--- src/rtl/cache_serial_tx_16.sv ---
`default_nettype none
// ============================================================================
// cache_serial_tx_16 : accepts one word over valid/ready, sends it bit-serially
// with start/stop framing. Optional parity: CACHE_SERIAL_TX_PARITY_EN.
// Revision: 1.0
// ============================================================================
module cache_serial_tx_16 #(
   parameter int WIDTH = 16,
   parameter int DIV   = 4
) (
   input  logic             CLK,
   input  logic             RST,
   input  logic [WIDTH-1:0] data_in,
   input  logic             load_req,
   output logic             load_rdy,
   output logic             tx_out,
   output logic             busy,
   output logic             done
);

   localparam int CW = (DIV > 1) ? $clog2(DIV) : 1;
   localparam int IW = $clog2(WIDTH);
   localparam logic [CW-1:0] C_SLOT_LAST = CW'(DIV - 1);
   localparam logic [IW-1:0] C_IDX_LAST  = IW'(WIDTH - 1);

`ifdef CACHE_SERIAL_TX_PARITY_EN
   typedef enum logic [2:0] {
      IDLE   = 3'd0,
      START  = 3'd1,
      DATA   = 3'd2,
      STOP   = 3'd3,
      PARITY = 3'd4
   } state_t;
`else
   typedef enum logic [2:0] {
      IDLE   = 3'd0,
      START  = 3'd1,
      DATA   = 3'd2,
      STOP   = 3'd3
   } state_t;
`endif

   state_t           state, state_n;
   logic [CW-1:0]    cnt, cnt_n;
   logic [IW-1:0]    idx, idx_n;
   logic [WIDTH-1:0] shreg, shreg_n;
   logic             tx_n;
   logic             done_n;
   logic             slot_end;
`ifdef CACHE_SERIAL_TX_PARITY_EN
   logic             par, par_n;
`endif

   assign slot_end = (cnt == C_SLOT_LAST);
   assign load_rdy = (state == IDLE);
   assign busy     = (state != IDLE);

   always_ff @(posedge CLK) begin
      if (RST) begin
         state  <= IDLE;
         cnt    <= '0;
         idx    <= '0;
         shreg  <= '0;
         tx_out <= 1'b1;
         done   <= 1'b0;
`ifdef CACHE_SERIAL_TX_PARITY_EN
         par    <= 1'b0;
`endif
      end else begin
         state  <= state_n;
         cnt    <= cnt_n;
         idx    <= idx_n;
         shreg  <= shreg_n;
         tx_out <= tx_n;
         done   <= done_n;
`ifdef CACHE_SERIAL_TX_PARITY_EN
         par    <= par_n;
`endif
      end
   end

   // tx_out is registered, so each branch computes the level for the next slot.
   always_comb begin
      state_n = state;
      cnt_n   = cnt;
      idx_n   = idx;
      shreg_n = shreg;
      tx_n    = tx_out;
      done_n  = 1'b0;
`ifdef CACHE_SERIAL_TX_PARITY_EN
      par_n   = par;
`endif
      case (state)
         IDLE: begin
            tx_n = 1'b1;
            if (load_req) begin
               state_n = START;
               shreg_n = data_in;
               cnt_n   = '0;
               idx_n   = '0;
               tx_n    = 1'b0;
`ifdef CACHE_SERIAL_TX_PARITY_EN
               par_n   = ^data_in;
`endif
            end
         end
         START: begin
            if (slot_end) begin
               state_n = DATA;
               cnt_n   = '0;
               tx_n    = shreg[0];
            end else begin
               cnt_n = cnt + 1'b1;
            end
         end
         DATA: begin
            if (slot_end) begin
               cnt_n   = '0;
               shreg_n = shreg >> 1;
               if (idx == C_IDX_LAST) begin
                  idx_n = '0;
`ifdef CACHE_SERIAL_TX_PARITY_EN
                  state_n = PARITY;
                  tx_n    = par;
`else
                  state_n = STOP;
                  tx_n    = 1'b1;
`endif
               end else begin
                  idx_n = idx + 1'b1;
                  tx_n  = shreg[1];
               end
            end else begin
               cnt_n = cnt + 1'b1;
            end
         end
`ifdef CACHE_SERIAL_TX_PARITY_EN
         PARITY: begin
            if (slot_end) begin
               state_n = STOP;
               cnt_n   = '0;
               tx_n    = 1'b1;
            end else begin
               cnt_n = cnt + 1'b1;
            end
         end
`endif
         STOP: begin
            if (slot_end) begin
               state_n = IDLE;
               cnt_n   = '0;
               tx_n    = 1'b1;
               done_n  = 1'b1;
            end else begin
               cnt_n = cnt + 1'b1;
            end
         end
         default: begin
            state_n = IDLE;
            tx_n    = 1'b1;
         end
      endcase
   end

endmodule
`default_nettype wire

--- config.mk ---
export PLATFORM = sky130hd
export DESIGN_NAME = cache_serial_tx_16
export DESIGN_NICKNAME = d
export VERILOG_FILES = /design/src/rtl/cache_serial_tx_16.sv
export SDC_FILE = /design/constraint.sdc
export NUM_CORES = 1
export LEC_CHECK = 0
export CELL_PAD_IN_SITES_DETAIL_PLACEMENT = 0
export CELL_PAD_IN_SITES_GLOBAL_PLACEMENT = 2
export CORE_MARGIN = 1
export CORE_UTILIZATION = 32
export DETAILED_ROUTE_END_ITERATION = 12
export GPL_TIMING_DRIVEN = 0
export PLACE_DENSITY_LB_ADDON = 0.1
export SYNTH_ARGS = -nofsm -noshare
export SYNTH_HDL_FRONTEND = slang
export SYNTH_SLANG_ARGS = --single-unit
--- constraint.sdc ---
create_clock -name CLK -period 1.8 [get_ports CLK]
set_input_delay 0.36 -clock CLK [delete_from_list [all_inputs] [get_ports CLK]]
set_output_delay 0.36 -clock CLK [all_outputs]
set_load 0.05 [all_outputs]
==> metrics.txt, run 1 <==
Antenna diodes 0; synth top area cells dfxtp_1 (38%), mux2i_1 (13%), a211oi_1 (8.3%); die area 4490 µm²; post-synth cell types 31; clk buf depth 2; Core Region 4030 µm²; RSZ-0062 raised after global routing yes; # IOs 23; H-tree lvl count 1; sequential element share of the synthesized area 38.5%; Synth async-reset ratio 0%; Worst Setup Start Kind register; CP Capture Type output pin; Syn Inst Count 144; DP HPWL 2310 µm; mean area per synthesized cell 9.39 µm²; Post-synth EDFFs 0; syn nets 170; max-slew violations 0; Post-Place Worst Slack -265 ps; leak pwr 0.655 nW; status complete, no violations; GPL Wtd Cong 0.743; final worst slack 57.7 ps; CTS root buffer clkbuf_8; Final Non-Filler Cells 224; Post-synth top flop dfxtp_1; Max-cap violations 0; Worst Skew 5.95 ps; clock latency on the worst-skew pair 270 ps; critical path peak fanout 4; clock slew seen by the registers of the worst setup and hold paths 90 ps; leading area contributor after synthesis dfxtp_1; Fin Setup TNS 0 ps; Core Rows 23; Yosys top cell area share 38.5%; pwr dens 1650 nW/µm²; Final ANT Viol Nets 0; via count of the first global-routing pass 1118; slew margin rel. 65.0%; Routed WL per cell 14.7 µm; Syn Std Cell Area 1350 µm²; Hold Violations, Final 0; placed cells 216; initial antenna violation count 0; clk sinks 26; Hold Crit Class register to register; Setup-failing EPs final 0; Worst VDD drop 0.000556 V; worst slew pin tran 525 ps; CP required 1440 ps; 1st-iter DRT viols 29; TritonCTS clock tree built; pin count of the biggest net entering global routing 14; gr usage total 16.2%; CTS buffer count 3; most common cell after layout, fill and taps aside dfxtp_1; Post-route DRC 0; FF+latch count, synth 26; fraction of layout cells with a size suffix above 1 17.8%; critical path type register to output pin; Tmin final 1740 ps; routed wire length 3290 µm; synth warn 0; register area 528 µm²; initial core utilization 33.6%; area occupied by multi-input gates 818 µm²; vias per std cell 5.33; Die W 67.0 µm; area grow syn2layout 32.7%; DRT Pass-1 Iters 5; f_max 574 MHz; first-pass GRT wire length 5380 µm; CP arrival 1380 ps; grt ovf 0; Die H 67.0 µm; Final period util 96.8%; via count 1195; Final nets 202; Port Buffers 22; fill count 404; commonest non-fill, non-tap cells in the layout dfxtp_1 (24), a21oi_1 (20), clkdlybuf4s50_1 (19)
-- critical path, cell delays in order, from the launching register on --
cell,delay [ps]
dfxtp_4,360
inv_1,110
ha_4,150
clkdlybuf4s15_1,490
-- state kept, by name, indices dropped and copies added, names as in the netlist --
signal,cells
tx_out,1
cnt,2
state,2
shreg,16
done,1
idx,4
-- timing repair --
| item | 4_1_cts | 5_1_grt |
|---|---|---|
| setup endpoints to repair | 19 | 19 |
| setup buffers | 2 | 3 |
| gates resized for setup | 16 | 15 |
| pin swaps | 1 | 2 |
| hold buffers | 0 | 0 |
| endpoints found under the hold margin | 0 | 0 |
-- area by class of cell --
type | instances | area share (%)
sequential | 26 | 29.4
timing repair buffer | 27 | 14.2
tap | 50 | 3.49
inverter | 5 | 1.05
buffer | 10 | 3.91
multi-input combinational | 103 | 45.6
clock buffer | 3 | 2.30
-- Yosys cell counts (2+ instances only) --
cell type / instances
o21ai_0: 4
buf_2: 4
nand3_1: 2
nand2_1: 7
nand3b_1: 2
mux2i_1: 18
clkbuf_1: 3
nand4_1: 2
nor2_1: 4
nand2b_1: 2
o31ai_1: 2
inv_1: 5
ha_1: 7
or3_1: 2
a211oi_1: 15
a21oi_1: 22
nor2b_1: 3
dfxtp_1: 26
or4_1: 2
-- where the power goes --
part           internal [mW]  total, mW  switching (mW)
Sequential             0.800      0.928           0.128
Combinational          0.776       1.71           0.930
Clock                  0.150      0.329           0.179
Total                   1.73       2.96            1.24
-- kinds of logic (layout without fill, tap and decap cells) --
logic type	Yosys count	in the layout	synth area share (%)
multiplexers	20	20	15.8
buffers and inverters	15	45	5.46
adder cells (fa/ha/maj)	7	7	6.48
flip-flops	26	26	38.5
AND/OR/NAND/NOR	29	29	11.7
AO/OA/AOI/OAI	47	47	22.0
-- worst paths after layout --
| kind | startpoint | to | slack, ps | depth (start not counted) |
|---|---|---|---|---|
| worst max-delay path | state[0] | load_rdy | 60 | 3 |
| worst min register to register | shreg[15] | shreg[15] | 490 | 2 |
| worst max register to register | state[0] | idx[2] | 70 | 6 |
| worst min-delay path | shreg[15] | shreg[15] | 490 | 2 |
-- per-stage QoR --
step	area [µm²]	total power, mW	hold slack, ps	utilization [%]
floorplan	1370	2.08	449	-
global placement	1650	2.39	460	40.9
detailed placement	1650	2.44	471	40.9
CTS	1730	2.87	485	43.0
global route	1790	3.21	511	44.5
finish	1790	2.96	488	44.5
-- metal layers --
| metal | track usage [%] | vias to the layer above | share of wire [%] |
|---|---|---|---|
| li1 | - | 599 | - |
| met1 | 19.7 | 582 | 45 |
| met2 | 28.7 | 12 | 52 |
| met3 | 2.57 | 2 | 2.1 |
| met4 | 4.79 | 0 | 0.64 |
| met5 | 0 | - | 0 |
(Power assumes the default switching activity.)
==> run 2, diff against run 1 <==
--- a/config.mk
+++ b/config.mk
@@ -10,3 +10,3 @@
 export CORE_MARGIN = 1
-export CORE_UTILIZATION = 32
+export CORE_UTILIZATION = 29
 export DETAILED_ROUTE_END_ITERATION = 12
==> constraint.sdc (replaced) <==
create_clock -name CLK -period 1.55 [get_ports CLK]
set_input_delay 0.2325 -clock CLK [delete_from_list [all_inputs] [get_ports CLK]]
set_output_delay 0.2325 -clock CLK [all_outputs]
set_load 0.05 [all_outputs]
==> run 2 against run 1 <==
Net effect: the flow now finishes with violations (negative setup slack); global-route usage down 1.8 points; die area grew 10%; count of clock-buffer cells in the layout up 1; non-clock buffer count grew 7; via count rose by 1.1%; combinational power rose by 49%; cell count rose by 4.5%.
==> metrics.txt, run 2 (same netlist as run 1, synthesis figures left out) <==
Core Rows 24 (was 23); worst slew pin tran 583 ps (was 525 ps); clock slew seen by the registers of the worst setup and hold paths 90 ps (about the same); Hold Path Stages 2 (unchanged); CP required 1750 ps (was 1440 ps); slew margin rel. 61.1% (was 65.0%); clk sinks 26 (unchanged); # IOs 23 (unchanged); TritonCTS clock tree built (unchanged); commonest non-fill, non-tap cells in the layout dfxtp_1 (24), mux2i_1 (18), clkdlybuf4s50_1 (18) (was dfxtp_1 (24), a21oi_1 (20), clkdlybuf4s50_1 (19)); max-slew violations 0 (unchanged); WHS 473 ps (was 488 ps); DP HPWL 2310 µm (about the same); clock latency on the worst-skew pair 270 ps (about the same); RSZ-0062 raised after global routing yes (unchanged); Post-route DRC 0 (unchanged); worst reg2reg path depth 7 (was 6); Worst Skew 4.50 ps (was 5.95 ps); Max-cap violations 0 (unchanged); Setup-failing EPs final 18 (was 0); Final ANT Viol Nets 0 (unchanged); failing checks negative setup slack; CTS buffer count 3 (unchanged); Fin Setup TNS -1000 ps (was 0 ps); Tmin final 1660 ps; Die W 70.3 µm (was 67.0 µm); most common cell after layout, fill and taps aside dfxtp_1 (unchanged); pin count of the biggest net entering global routing 15 (was 14); largest register by flop count shreg (unchanged); critical path type register to register (was register to output pin); Port Buffers 22 (unchanged); crit path launch state[0] (unchanged); Final period util 107%; 1st-iter DRT viols 38 (was 29); clk buf depth 2 (unchanged); via count of the first global-routing pass 1163 (was 1118); Crit Reg-Reg Startpoint state[0] (unchanged); Core Region 4410 µm² (was 4030 µm²); first-pass GRT wire length 5680 µm (was 5380 µm); hold path startpoint shreg[15] (unchanged); R2R Setup Slk -110 ps (was 70 ps); GPL Wtd Cong 0.698 (was 0.743); CP arrival 1860 ps (was 1380 ps); fraction of layout cells with a size suffix above 1 34.1% (was 17.8%); critical path peak fanout 6 (was 4); CP Capture Type register (was output pin); CTS root buffer clkbuf_8 (unchanged); leak pwr 0.732 nW (was 0.655 nW); pwr dens 2020 nW/µm² (was 1650 nW/µm²); initial core utilization 30.6% (was 33.6%); Final Total Pwr 4.09 mW (was 2.96 mW); routed wire length 3390 µm (was 3290 µm); via count 1208 (was 1195); Worst VDD drop 0.000653 V (was 0.000556 V); Hold Violations, Final 0 (unchanged); initial antenna violation count 0 (unchanged); area grow syn2layout 49.7% (was 32.7%); Worst Setup Start Kind register (unchanged); placed cells 218 (was 216); grt ovf 0 (unchanged); Largest regs shreg x16, idx x4 (unchanged); f_max 603 MHz; gr usage total 14.4% (was 16.2%); Hold Crit Class register to register (unchanged); Routed WL per cell 14.5 µm (was 14.7 µm); max reg flops 16 (unchanged); Final Non-Filler Cells 234 (was 224); Antenna diodes 0 (unchanged); Die H 70.3 µm (was 67.0 µm); Final nets 209 (was 202); status complete, but fails checks (was complete, no violations); vias per std cell 5.16 (was 5.33); final worst slack -107 ps (was 57.7 ps); die area 4940 µm² (was 4490 µm²); H-tree lvl count 1 (unchanged); DRT Pass-1 Iters 4 (was 5)
-- run 2: changes by cell type in the layout (fill, tap and decap cells not counted), sizes merged --
cell,before,now
dlygate4sd2,0,2
clkdlybuf4s50,19,18
dlymetal6s2s,1,0
buf,12,21
clkbuf,7,6
-- run 2: critical path: stages, from the launching register on --
cell and delay, ps:
dfxtp_4 400, inv_4 50, ha_4 160, buf_8 130
mux2i_4 180, buf_6 140, or4_1 390, a21oi_1 130
-- run 2: final cells by class --
cell class | instances | area (µm²)
Fill cell | 420 | 2390
Multi-Input combinational cell | 103 | 922
Sequential cell | 26 | 528
Timing Repair Buffer | 35 | 340
Buffer | 9 | 87.6
Tap cell | 52 | 65.1
Clock buffer | 4 | 55.1
Inverter | 5 | 26.3
-- run 2: path summary, 6_finish.rpt --
check                                  to
worst max-delay path               idx[2]
worst min-delay path            shreg[15]
worst max register to register     idx[2]
worst min register to register  shreg[15]
-- run 2: metal layers --
layer,wire length [µm],part of all wire [%],track usage [%]
met2,1640,49,23.6
met5,0,0,0
met4,68,2.0,6.00
met3,140,4.1,2.74
met1,1530,45,18.3
-- run 2: repair_timing --
item / in CTS / in global routing
pin swaps: 22 / 9
gates cloned: 1 / 0
hold buffers: 0 / 0
setup endpoints to repair: 27 / 21
buffers inserted: 9 / 3
gates resized for setup: 54 / 14
-- run 2: power by group --
group	leakage [nW]	switching (mW)	internal, mW
clock network	0.0288	0.209	0.227
logic	0.488	1.26	1.28
registers	0.215	0.189	0.930
total	0.732	1.66	2.44
-- run 2: per-stage QoR --
| step | utilization, % | cell area [µm²] | worst slack [ps] |
|---|---|---|---|
| finish | 45.9 | 2020 | -107 |
| global route | 45.9 | 2020 | -165 |
| CTS | 44.4 | 1960 | -131 |
| detailed placement | 37.8 | 1670 | -399 |
| global placement | 37.8 | 1670 | -317 |
| floorplan | - | 1380 | -35.5 |
